==> src/rtl/tone_sweep_ctrl.sv <==
// Linear frequency-sweep sequencer for a phase-increment tone source.
// Steps the NCO increment from a latched start value to a stop bound, dwelling on each point for a number of sample strobes.
module tone_sweep_ctrl #(
    parameter int PHASE_W = 32,
    parameter int AMPL_W  = 16,
    parameter int DWELL_W = 24,
    parameter int CNT_W   = 16
) (
    input  logic               clk,
    input  logic               resetn,
    input  logic               start,
    input  logic               abort,
    input  logic               sample_stb,
    input  logic [PHASE_W-1:0] cfg_start_inc,
    input  logic [PHASE_W-1:0] cfg_stop_inc,
    input  logic [PHASE_W-1:0] cfg_step_inc,
    input  logic [DWELL_W-1:0] cfg_dwell,
    input  logic [AMPL_W-1:0]  cfg_ampl,
    input  logic               cfg_loop,
    output logic [PHASE_W-1:0] nco_inc,
    output logic [AMPL_W-1:0]  nco_ampl,
    output logic               nco_valid,
    input  logic               nco_ready,
    output logic               nco_en,
    output logic               busy,
    output logic               done,
    output logic [CNT_W-1:0]   point_cnt
);

    typedef enum logic [2:0] {
        S_IDLE,
        S_LOAD,
        S_DWELL,
        S_STEP,
        S_FINISH
    } state_t;

    state_t             state;
    logic [PHASE_W-1:0] cur_inc;
    logic [PHASE_W-1:0] lat_start;
    logic [PHASE_W-1:0] lat_stop;
    logic [PHASE_W-1:0] lat_step;
    logic [DWELL_W-1:0] lat_dwell;
    logic               lat_loop;
    logic [DWELL_W-1:0] dwell_cnt;
    logic [PHASE_W:0]   nxt_inc;
    logic               last_point;

    // The extra top bit catches overflow so the sweep never wraps past full scale.
    assign nxt_inc    = {1'b0, cur_inc} + {1'b0, lat_step};
    assign last_point = (lat_step == '0) || nxt_inc[PHASE_W] ||
                        (nxt_inc[PHASE_W-1:0] > lat_stop);

    always_ff @(posedge clk) begin
        if (!resetn) begin
            state     <= S_IDLE;
            cur_inc   <= '0;
            lat_start <= '0;
            lat_stop  <= '0;
            lat_step  <= '0;
            lat_dwell <= '0;
            lat_loop  <= 1'b0;
            dwell_cnt <= '0;
            nco_inc   <= '0;
            nco_ampl  <= '0;
            nco_valid <= 1'b0;
            nco_en    <= 1'b0;
            busy      <= 1'b0;
            done      <= 1'b0;
            point_cnt <= '0;
        end else begin
            done <= 1'b0;
            if (abort && (state != S_IDLE)) begin
                state     <= S_IDLE;
                nco_valid <= 1'b0;
                nco_en    <= 1'b0;
                busy      <= 1'b0;
            end else begin
                case (state)
                    S_IDLE: begin
                        if (start && !abort) begin
                            lat_start <= cfg_start_inc;
                            lat_stop  <= cfg_stop_inc;
                            lat_step  <= cfg_step_inc;
                            lat_dwell <= cfg_dwell;
                            lat_loop  <= cfg_loop;
                            cur_inc   <= cfg_start_inc;
                            point_cnt <= '0;
                            nco_inc   <= cfg_start_inc;
                            nco_ampl  <= cfg_ampl;
                            nco_valid <= 1'b1;
                            busy      <= 1'b1;
                            state     <= S_LOAD;
                        end
                    end
                    S_LOAD: begin
                        if (nco_ready) begin
                            nco_valid <= 1'b0;
                            nco_en    <= 1'b1;
                            dwell_cnt <= (lat_dwell == '0) ? DWELL_W'(1) : lat_dwell;
                            state     <= S_DWELL;
                        end
                    end
                    S_DWELL: begin
                        if (sample_stb) begin
                            dwell_cnt <= dwell_cnt - DWELL_W'(1);
                            if (dwell_cnt <= DWELL_W'(1)) begin
                                state <= S_STEP;
                            end
                        end
                    end
                    S_STEP: begin
                        if (last_point) begin
                            done  <= 1'b1;
                            state <= S_FINISH;
                        end else begin
                            cur_inc   <= nxt_inc[PHASE_W-1:0];
                            nco_inc   <= nxt_inc[PHASE_W-1:0];
                            nco_valid <= 1'b1;
                            point_cnt <= point_cnt + CNT_W'(1);
                            state     <= S_LOAD;
                        end
                    end
                    S_FINISH: begin
                        // Looping keeps the tone enabled; the old increment plays until the restart handshake.
                        if (lat_loop) begin
                            cur_inc   <= lat_start;
                            nco_inc   <= lat_start;
                            nco_valid <= 1'b1;
                            point_cnt <= '0;
                            state     <= S_LOAD;
                        end else begin
                            nco_en <= 1'b0;
                            busy   <= 1'b0;
                            state  <= S_IDLE;
                        end
                    end
                    default: begin
                        state <= S_IDLE;
                    end
                endcase
            end
        end
    end

endmodule

==> config.mk <==
export PLATFORM = sky130hd
export DESIGN_NAME = tone_sweep_ctrl
export DESIGN_NICKNAME = d
export VERILOG_FILES = /design/src/rtl/tone_sweep_ctrl.sv
export SDC_FILE = /design/constraint.sdc
export NUM_CORES = 1
export LEC_CHECK = 0
export ABC_AREA = 1
export CORE_AREA = 10 10 158 160
export CTS_BUF_LIST = sky130_fd_sc_hd__clkbuf_4 sky130_fd_sc_hd__clkbuf_8
export DETAILED_ROUTE_END_ITERATION = 7
export DIE_AREA = 0 0 168 170
export DONT_BUFFER_PORTS = 1
export PLACE_DENSITY = 0.75
export SETUP_SLACK_MARGIN = 0.3
export SYNTH_ARGS = -nofsm -noshare
export SYNTH_HDL_FRONTEND = slang
export SYNTH_SLANG_ARGS = --single-unit
==> constraint.sdc <==
create_clock -name clk -period 7.6 [get_ports clk]
set_clock_uncertainty 0.2 [all_clocks]
set_input_delay 1.14 -clock clk [delete_from_list [all_inputs] [get_ports clk]]
set_output_delay 1.14 -clock clk [all_outputs]
set_load 0.01 [all_outputs]
## After elaboration in Yosys (flattened, before gate mapping)

Cells that the tools add are included.

| word-level totals | value |
|---|---|
| bits in registers | 216 |
| latch bits | 0 |
| memory bits (writable) | 0 |
| memory bits (read-only) | 0 |
| output and inout port bits | 68 |
| word-level logic and storage cells | 85 |
| memories | 0 |

| cells by class | value |
|---|---|
| add/sub/neg operators | 3 |
| $mul | 0 |
| div/mod/pow operators | 0 |
| $lt $le $gt $ge | 2 |
| eq/ne operators | 11 |
| shift operators | 0 |
| muxes and demuxes | 29 |
| bitwise logic cells | 3 |
| reductions and logical operators | 23 |

Operators with widths:

| kind | number |
|---|---|
| two-way mux 32 bit | 3 |
| one-hot mux 32 bit (3 select lines) | 1 |
| two-way mux 24 bit | 3 |
| two-way mux 16 bit | 3 |
| one-hot mux 16 bit (3 select lines) | 1 |
| one-hot mux 24 bit (2 select lines) | 1 |
| adder 32 x 32 -> 33 bit | 1 |
| > comparator 32 bit | 1 |
| logical NOT 32 bit | 1 |
| <= comparator 24 x 1 -> 1 bit, second input constant | 1 |
| logical NOT 24 bit | 1 |
| subtractor 24 x 1 -> 24 bit, second input constant | 1 |
| adder 16 x 1 -> 16 bit, second input constant | 1 |
| two-way mux 3 bit | 5 |
| one-hot mux 3 bit (5 select lines) | 1 |
| inequality test 2 bit, second input constant | 7 |
| AND reduction 5 bit | 2 |
| AND reduction 3 bit | 3 |
| two-way mux 1 bit | 8 |
| AND reduction 4 bit | 2 |
| == test 3 x 2 -> 1 bit, second input constant | 2 |
| nonzero test 2 bit | 3 |
| nonzero test 3 bit | 2 |
| one-hot mux 1 bit (2 select lines) | 2 |
| other kinds (11) | 15 |

## Longest topological paths before layout

| logic depth | value |
|---|---|
| depth after elaboration | 5 |
| depth in mapped cells | 28 |

## Least setup slack after synthesis

Ideal clock, no wire load.

| timing | value |
|---|---|
| path kind | register to register |
| start point | register cur_inc[0] |
| end point | register cur_inc[25] |
| library setup time | 0.113 ns |
| arrival time | 3.199 ns |
| data required time | 7.287 ns |
| slack | 4.088 ns |
| stages on the path, launching flop included | 27 |
| buffers on the path | 2 |
| cells stage by stage | dfxtp_1 > ha_1 > inv_1 > fa_1 > inv_1 > nand2_1 > nand3_1 > nand2_1 > nand2_1 > nand3_1 > nand2_1 > nand2_1 > and2_1 > ha_1 > nand2_1 > nor2_1 > nand2_1 > nor2_1 > nand4_1 > nand2_1 > nand2_2 > nand2_4 > nand3_2 > buf_6 > buf_8 > nor2_1 > nor2_1 |

| between the ends | value |
|---|---|
| longest elaborated chain between the ends | 5 |
| elaborated cells on any way between the ends | 8 |
| classes of those cells | add/sub (1); order compare (1); eq/ne (1); mux (2); reduce/logical (3) |

RTL lines:

| element | RTL line | text |
|---|---|---|
| from (decl) | 39 | `logic [PHASE_W-1:0] cur_inc;` |
| from (signal assigned) | 87 | `cur_inc <= cfg_start_inc;` |
| from (signal assigned) | 117 | `cur_inc <= nxt_inc[PHASE_W-1:0];` |
| from (signal assigned) | 127 | `cur_inc <= lat_start;` |
| adder 32 x 32 -> 33 bit (*) | 50 | `assign nxt_inc = {1'b0, cur_inc} + {1'b0, lat_step};` |
| > comparator 32 bit / logical OR 1 bit (equally long branches) | 52, 51 |  |
| logical OR 1 bit | 51 | `assign last_point = (lat_step == '0) \|\| nxt_inc[PHASE_W] \|\|` |
| inequality test 2 bit (no source line) | - |  |
| AND reduction 5 bit (no source line) | - |  |

Mark *: on every way between the ends. The rest lies on a longest branch, timed or not. The select of a mux whose other input is x is not followed.
A chain may end at the register's enable or synchronous reset.

## Worst setup path in the final report

| timing | value |
|---|---|
| start point | register cur_inc[0] |
| end point | register point_cnt[0] |

| between the ends | value |
|---|---|
| longest elaborated chain between the ends | 5 |
| elaborated cells on any way between the ends | 6 |
| classes of those cells | add/sub (1); order compare (1); eq/ne (1); reduce/logical (3) |

RTL lines:

| element | RTL line | text |
|---|---|---|
| adder 32 x 32 -> 33 bit (*) | 50 |  |
| > comparator 32 bit / logical OR 1 bit (equally long branches) | 52, 51 |  |
| logical OR 1 bit (*) | 51 |  |
| inequality test 2 bit (no source line) (*) | - |  |
| AND reduction 5 bit (no source line) (*) | - |  |
| to (signal assigned) | 120 | `point_cnt <= point_cnt + CNT_W'(1);` |
| to (decl) | 27 | `output logic [CNT_W-1:0] point_cnt` |

Mark *: on every way between the ends. The rest lies on a longest branch, timed or not.

==> results.cfg <==
[power]
power_w = 0.00535
p_clk_share_pct = 21.2
ir_worst_vdd_v = 0.000216
seqPwrFrac_pct = 32.5
cellLeakagePower_nw = 6.75
switchingPower_w = 0.00246
p_comb_share_pct = 46.3
p_sw_share_pct = 45.9
power_density_mw_per_mm2 = 388
power.internal_w = 0.00289

[finish]
area.growth.synth_to_final_pct = 6.82
drive_gt1_share_pct = 5.05
n_antenna_cell = 0
fin_nets = 2186
fillCellCount = 2093

[setup_path]
critPathMostFrequentCell = nand2_1
crit_buf_inv = 3
worstSetupPathType = flop to flop
cp_slowest_cell = nand3_2
r2r_end = point_cnt[0]
cp.required_ps = 7870
rr_startpoint = cur_inc[0]
cp_top_family = simple AND/OR/NAND/NOR gates
crit_path_end_kind = flop
start_kind = flop
max_stage_delay_ps = 590
crit_arrival_ps = 5640
r2r_slack_ps = 2230
path_max_fanout = 41
r2r_cells = 25

[synth]
syn-cell-area_mm2 = 0.0129
synth_top_area_cell = dfxtp_1
syn-instance-count = 2014
synth_area_leaders = dfxtp_1 (33%), nand2_1 (13%), nor2_1 (8.4%)
syn_nets = 2225
yosys-top-cells-count = nand2_1 (431), nor2_1 (290), inv_1 (282)
ys_ff_latch = 216
yosys_warnings = 0
yosysTopAreaCellShare_pct = 33.5
ys_async_sr_fraction_pct = 0
ys_types = 47
yosysMostFrequentCell = nand2_1
syn_avg_cell_area_um2 = 6.41
ys.flop_type = dfxtp_1
ys_seq_area_share_pct = 33.5
synth_edf_count = 0

[detailed_routing]
wirelength_mm = 41.7
wl_per_cell_um = 18.3
vias_per_cell = 5.65
final_antenna_net_count = 0
vias = 12900
drcViolationCount = 0
firstDrtPassIters = 6
drtIter0Drc = 1076

[hold_path]
whs_path_depth = 2
min_from = lat_stop[17]
hold_path_end = lat_stop[17]
hold_class = flop to flop

[clock_network]
cts_inserted_buffers = 38
cts_max_level = 2
post_cts_buffers = 0
clock_path_buffers = 3
cts_resized = 0
root_buffer = clkbuf_8
cts_hold_buffers = 0
worstSkewPairLatency_ps = 550
cts.reportedPaths.clkPinSlew_ps = 60
tritoncts = built
cts_sinks = 216

[grt]
antenna_found_initial = 0
overflow = 0
grt_pass1_wl_mm = 65.4
grt_pass1_vias = 12300
grt_use_total_pct = 28.0
grt_start_max_net_pins = 171

[sta]
final_max_slew_viol_count = 0
hold_viol = 0
fin_crit_sh_pct = 70.7
maxSlewHeadroom_pct = 37.2
finalSetupTns_ps = 0
setup_viol = 0
tightest_slew_ps = 941
min_period_ps = 5370
rsz0062_at_grt = false
fmax_mhz = 186

[floorplan]
fp.dieW_um = 168
dieArea_mm2 = 0.0286
core_mm2 = 0.0217
die-height_um = 170
num_io_pins = 211
start_util_pct = 59.6
num_rows = 54

[outcome]
status = finished clean

[placed_design]
portBuffers = 0
gp_congestion = 0.985
hpwlAfterDp_mm = 31.2

[run]
maxCapViolCount = 0
[layout by cell type (no fill, tap or decap), types with 2 or more instances in the layout]
cell / count
nand3_1: 77
a221oi_1: 2
a31oi_1: 3
nor2_2: 5
buf_4: 11
or2_2: 4
a21oi_2: 2
inv_2: 5
nor4_1: 14
nor3_2: 2
ha_1: 67
dfxtp_1: 216
a22o_1: 20
a21oi_1: 165
nand2_1: 431
clkinv_1: 4
nor3_1: 12
clkbuf_8: 47
clkbuf_4: 13
a21o_1: 4
o21ai_0: 183
nand2_2: 2
a221o_1: 2
xnor2_1: 5
nand4_1: 70
xor2_1: 18
nand3b_1: 5
inv_6: 3
nor2_1: 290
inv_1: 280
and2_1: 18
a211oi_1: 3
[power groups by stage]
stage	Clock, W	Sequential, W	Combinational [W]
CTS	0.00115	0.00174	0.00245
global route	0.00120	0.00177	0.00281
detailed placement	0	0.00176	0.00244
global placement	0	0.00176	0.00238
finish	0.00113	0.00174	0.00248
floorplan	0	0.00164	0.00189
[area by class of cell]
cell class | instances | area, µm² | share of cell area, %
clock buffer | 60 | 744 | 5.40
clock inverter | 5 | 60.1 | 0.435
inverter | 290 | 1090 | 7.93
multi-input combinational | 1418 | 7140 | 51.8
sequential | 216 | 4320 | 31.3
tap | 280 | 350 | 2.54
timing repair buffer | 11 | 82.6 | 0.598
[cell families after synthesis]
logic type               after synthesis  synth area share [%]
AO/OA/AOI/OAI                        394                  16.4
XOR/XNOR                              23                  1.56
adder cells (fa/ha/maj)               68                  6.64
buffers and inverters                380                  11.4
flip-flops                           216                  33.5
AND/OR/NAND/NOR                      933                  30.5
[metal layers]
| metal | up-vias | track usage [%] | part of all wire, % |
|---|---|---|---|
| met4 | 0 | 9.95 | 3.0 |
| met2 | 515 | 42.8 | 43 |
| li1 | 6423 | - | - |
| met3 | 76 | 8.02 | 11 |
| met5 | - | 0 | 0 |
| met1 | 5866 | 37.1 | 44 |
[state kept, by name, indices dropped and copies added (netlist names)]
name and flops:
cur_inc 32, lat_start 32, lat_step 32, lat_stop 32
dwell_cnt 24, lat_dwell 24, nco_ampl 16, point_cnt 16
state 3, busy 1, done 1, lat_loop 1
nco_en 1, nco_valid 1
[how the worst max path moves through the flow]
stage	from	to	slack, ps	depth (start not counted)
2_1_floorplan	cur_inc[0]	cur_inc[25]	4090	26
3_3_place_gp	cur_inc[0]	cur_inc[24]	2420	25
3_5_place_dp	cur_inc[0]	point_cnt[0]	2330	25
4_1_cts	cur_inc[0]	point_cnt[0]	2270	26
5_1_grt	cur_inc[0]	point_cnt[5]	1930	26
6_report	cur_inc[0]	point_cnt[0]	2230	25
[tightest hold or removal path: cells and delay by family, from the launching register on]
| kind | cells | cell delay [ps] |
|---|---|---|
| DFF | 1 | 290 |
| buffers and inverters | 1 | 70 |
| AOI/OAI and AO/OA | 1 | 60 |
[stage by stage]
step                instance area [µm²]  util (%)  instances  hold WS (ps)  worst slack [ps]
floorplan                         12900         -       2014           235              4090
global placement                  13000      59.9       2215           249              2420
detailed placement                13000      59.9       2215           257              2330
CTS                               13800      63.6       2280           265              2270
global route                      13800      63.6       2280           277              1930
finish                            13800      63.6       2280           262              2230
Note: power is estimated with default switching activity, not from simulation.
==> RTL edit, RTL diff (config.mk and constraints unchanged) <==
Set the parameter `CNT_W` to 18 (it was 16).
--- a/src/rtl/tone_sweep_ctrl.sv
+++ b/src/rtl/tone_sweep_ctrl.sv
@@ -6,3 +6,3 @@
     parameter int DWELL_W = 24,
-    parameter int CNT_W   = 16
+    parameter int CNT_W   = 18
 ) (
Interface: changed (resized point_cnt); port bits go from 211 to 213. The function was not compared with the original's and may differ.
==> RTL edit against the unedited design <==
- power fell by 1.1%
- wire length shrank 5.3%
- die area is the same
- final area grew 0.42%
- largest power group unchanged
- clock power barely moved
- global-route usage is 1.9 points lower
- setup slack got worse by 0.36 ns
- sequential cell count increased by 2
- synthesized area increased by 0.70%
- via count rose by 0.14%
==> RTL edit: results (changes against the unedited design) <==
| Metric | Value |
|---|---|
| Status | finished clean |
| Final Instance Count excl. Fillers | 2,322 (+1.8%) |
| Asr flop ratio synth | 0 (unchanged) |
| Detailed Route WL | 39,500 microns (-5.3%) |
| Hold Path End | lat_stop[11]$_SDFFE_PN0P_ |
| Hold Path Depth | 2 (unchanged) |
| TritonCTS Buffers | 38 (unchanged) |
| Dominant cells by area after synthesis | dfxtp_1 34%, nand2_1 14%, nor2_1 10% |
| GR Util All Layers | 0.261 (-0.0190) |
| Routing usage on met3 | 0.0868 (+0.00668) |
| Post-synth EDFFs | 0 (unchanged) |
| DP HPWL | 29,500 microns (-5.6%) |
| Final Wtd Congestion | 0.996 (+1.1%) |
| CTS resizes | 0 (unchanged) |
| CTS Buffer Depth | 3 (unchanged) |
| Synth cell types | 42 (-11%) |
| Initial antenna violation count | 0 (unchanged) |
| Root Buffer | clkbuf_8 |
| Met2 Usage GRT | 0.377 (-0.0500) |
| GR Layer Usage met1 | 0.365 (-0.00670) |
| CP Max Fanout | 60 (+46%) |
| Vias | 12,900 (+0.14%) |
| Met1 wire length | 17,600 microns (-3.5%) |
| Drt initial violations | 1,258 (+17%) |
| Seq/Total Area, Yosys | 0.336 (+0.000760) |
| DR WL met2 | 16,400 microns (-8.2%) |
| CP arrival | 5.94 ns (+0.30 ns) |
| Maximum vdd drop | 0.254 mV (+17%) |
| Share of cells above drive strength 1 | 0.0480 (-0.00251) |
| Fillers | 2,052 (-2.0%) |
| Final nets | 2,228 (+1.9%) |
| Reg-to-Reg End | cur_inc[15]$_SDFFE_PN0P_ |
| Leak | 6.75 nW (about the same) |
| First-pass GRT wire length | 62,000 microns (-5.2%) |
| Worst path top cell family by delay | simple AND/OR/NAND/NOR gates |
| Min-delay src | lat_stop[11]$_SDFFE_PN0P_ |
| Reg-to-reg slack, setup | 1.87 ns (-0.36 ns) |
| Vias in the first global route | 11,700 (-4.8%) |
| Largest net degree at the start of global routing | 195 (+14%) |
| Sw frac | 0.449 (-0.0107) |
| R2R depth | 27 (+8.0%) |
| Reg2Reg Launch Point | cur_inc[0]$_SDFFE_PN0P_ |
| Worst rel slew slack | 0.267 (-0.105) |
| ANT cells | 0 (unchanged) |
| H-tree depth | 2 (unchanged) |
| List of most frequent post-synthesis cells | 468 x nand2_1, 345 x nor2_1, 269 x inv_1 |
| Hold Path Class | flop to flop |
| Met3 routed WL | 4720 microns (+7.2%) |
| Avg Inst Size Synth | 6.34 sq um (-1.2%) |
RTL edit: changes by cell type in the layout (fill, tap and decap cells not counted), moves of 5 or more:
cell      before  now
a22o_1        20    9
or2_2          4   12
nand3_1       77   82
nor2_1       290  345
o211ai_1       0    7
and2_1        18   25
nand4_1       70   47
xor2_1        18   13
inv_1        280  268
a21oi_1      165  146
nand2_1      431  468
RTL edit: worst max path at each step:
stage,startpoint,slack (ns),depth (start not counted),to
after floorplan,cur_inc[0]$_SDFFE_PN0P_,3.95,28,cur_inc[25]$_SDFFE_PN0P_
after global placement,cur_inc[0]$_SDFFE_PN0P_,2.13,27,cur_inc[23]$_SDFFE_PN0P_
after detailed placement,cur_inc[0]$_SDFFE_PN0P_,1.97,27,cur_inc[15]$_SDFFE_PN0P_
after CTS,cur_inc[0]$_SDFFE_PN0P_,1.91,27,cur_inc[15]$_SDFFE_PN0P_
after global routing,cur_inc[0]$_SDFFE_PN0P_,1.45,27,cur_inc[17]$_SDFFE_PN0P_
final,cur_inc[0]$_SDFFE_PN0P_,1.87,27,cur_inc[15]$_SDFFE_PN0P_
RTL edit: final cells by class:
type | count | area, sq um | share of cell area
clock buffers | 58 | 711 | 0.0513
clock inverters | 7 | 88.8 | 0.00641
inverters | 275 | 1040 | 0.0749
multi-input cells | 1476 | 7240 | 0.523
flip-flops and latches | 218 | 4360 | 0.315
well taps | 280 | 350 | 0.0253
repair buffers | 8 | 60.1 | 0.00433
RTL edit: power groups by stage:
stage               sequential [mW]  combinational, mW  clock (mW)
finish                         1.71               2.45        1.13
global route                   1.74               2.80        1.20
CTS                            1.71               2.42        1.15
detailed placement             1.73               2.40           0
global placement               1.72               2.34           0
floorplan                      1.62               1.95           0
RTL edit: kinds of logic (layout without fill, tap and decap cells):
| kind of cell | after synthesis | in the layout | share of synthesized area |
|---|---|---|---|
| buffers and inverters | 358 | 348 | 0.108 |
| adder cells (fa/ha/maj) | 68 | 68 | 0.0660 |
| flip-flops | 218 | 218 | 0.336 |
| AND/OR/NAND/NOR | 1018 | 1018 | 0.326 |
| AO/OA/AOI/OAI | 369 | 369 | 0.151 |
| XOR/XNOR | 21 | 21 | 0.0141 |
RTL edit: metrics by stage:
stage	cell area, sq um	hold slack (ns)	util	setup slack, ns
after floorplan	13000	0.235	-	3.95
after global placement	13100	0.244	0.602	2.13
after detailed placement	13100	0.254	0.602	1.97
after CTS	13900	0.262	0.639	1.91
after global routing	13900	0.292	0.639	1.45
final	13900	0.262	0.639	1.87
RTL edit: tightest hold or removal path, cell delays in order, from the launching register on:
cell     delay [ns]
dfxtp_1        0.29
inv_1          0.06
a21oi_1        0.06
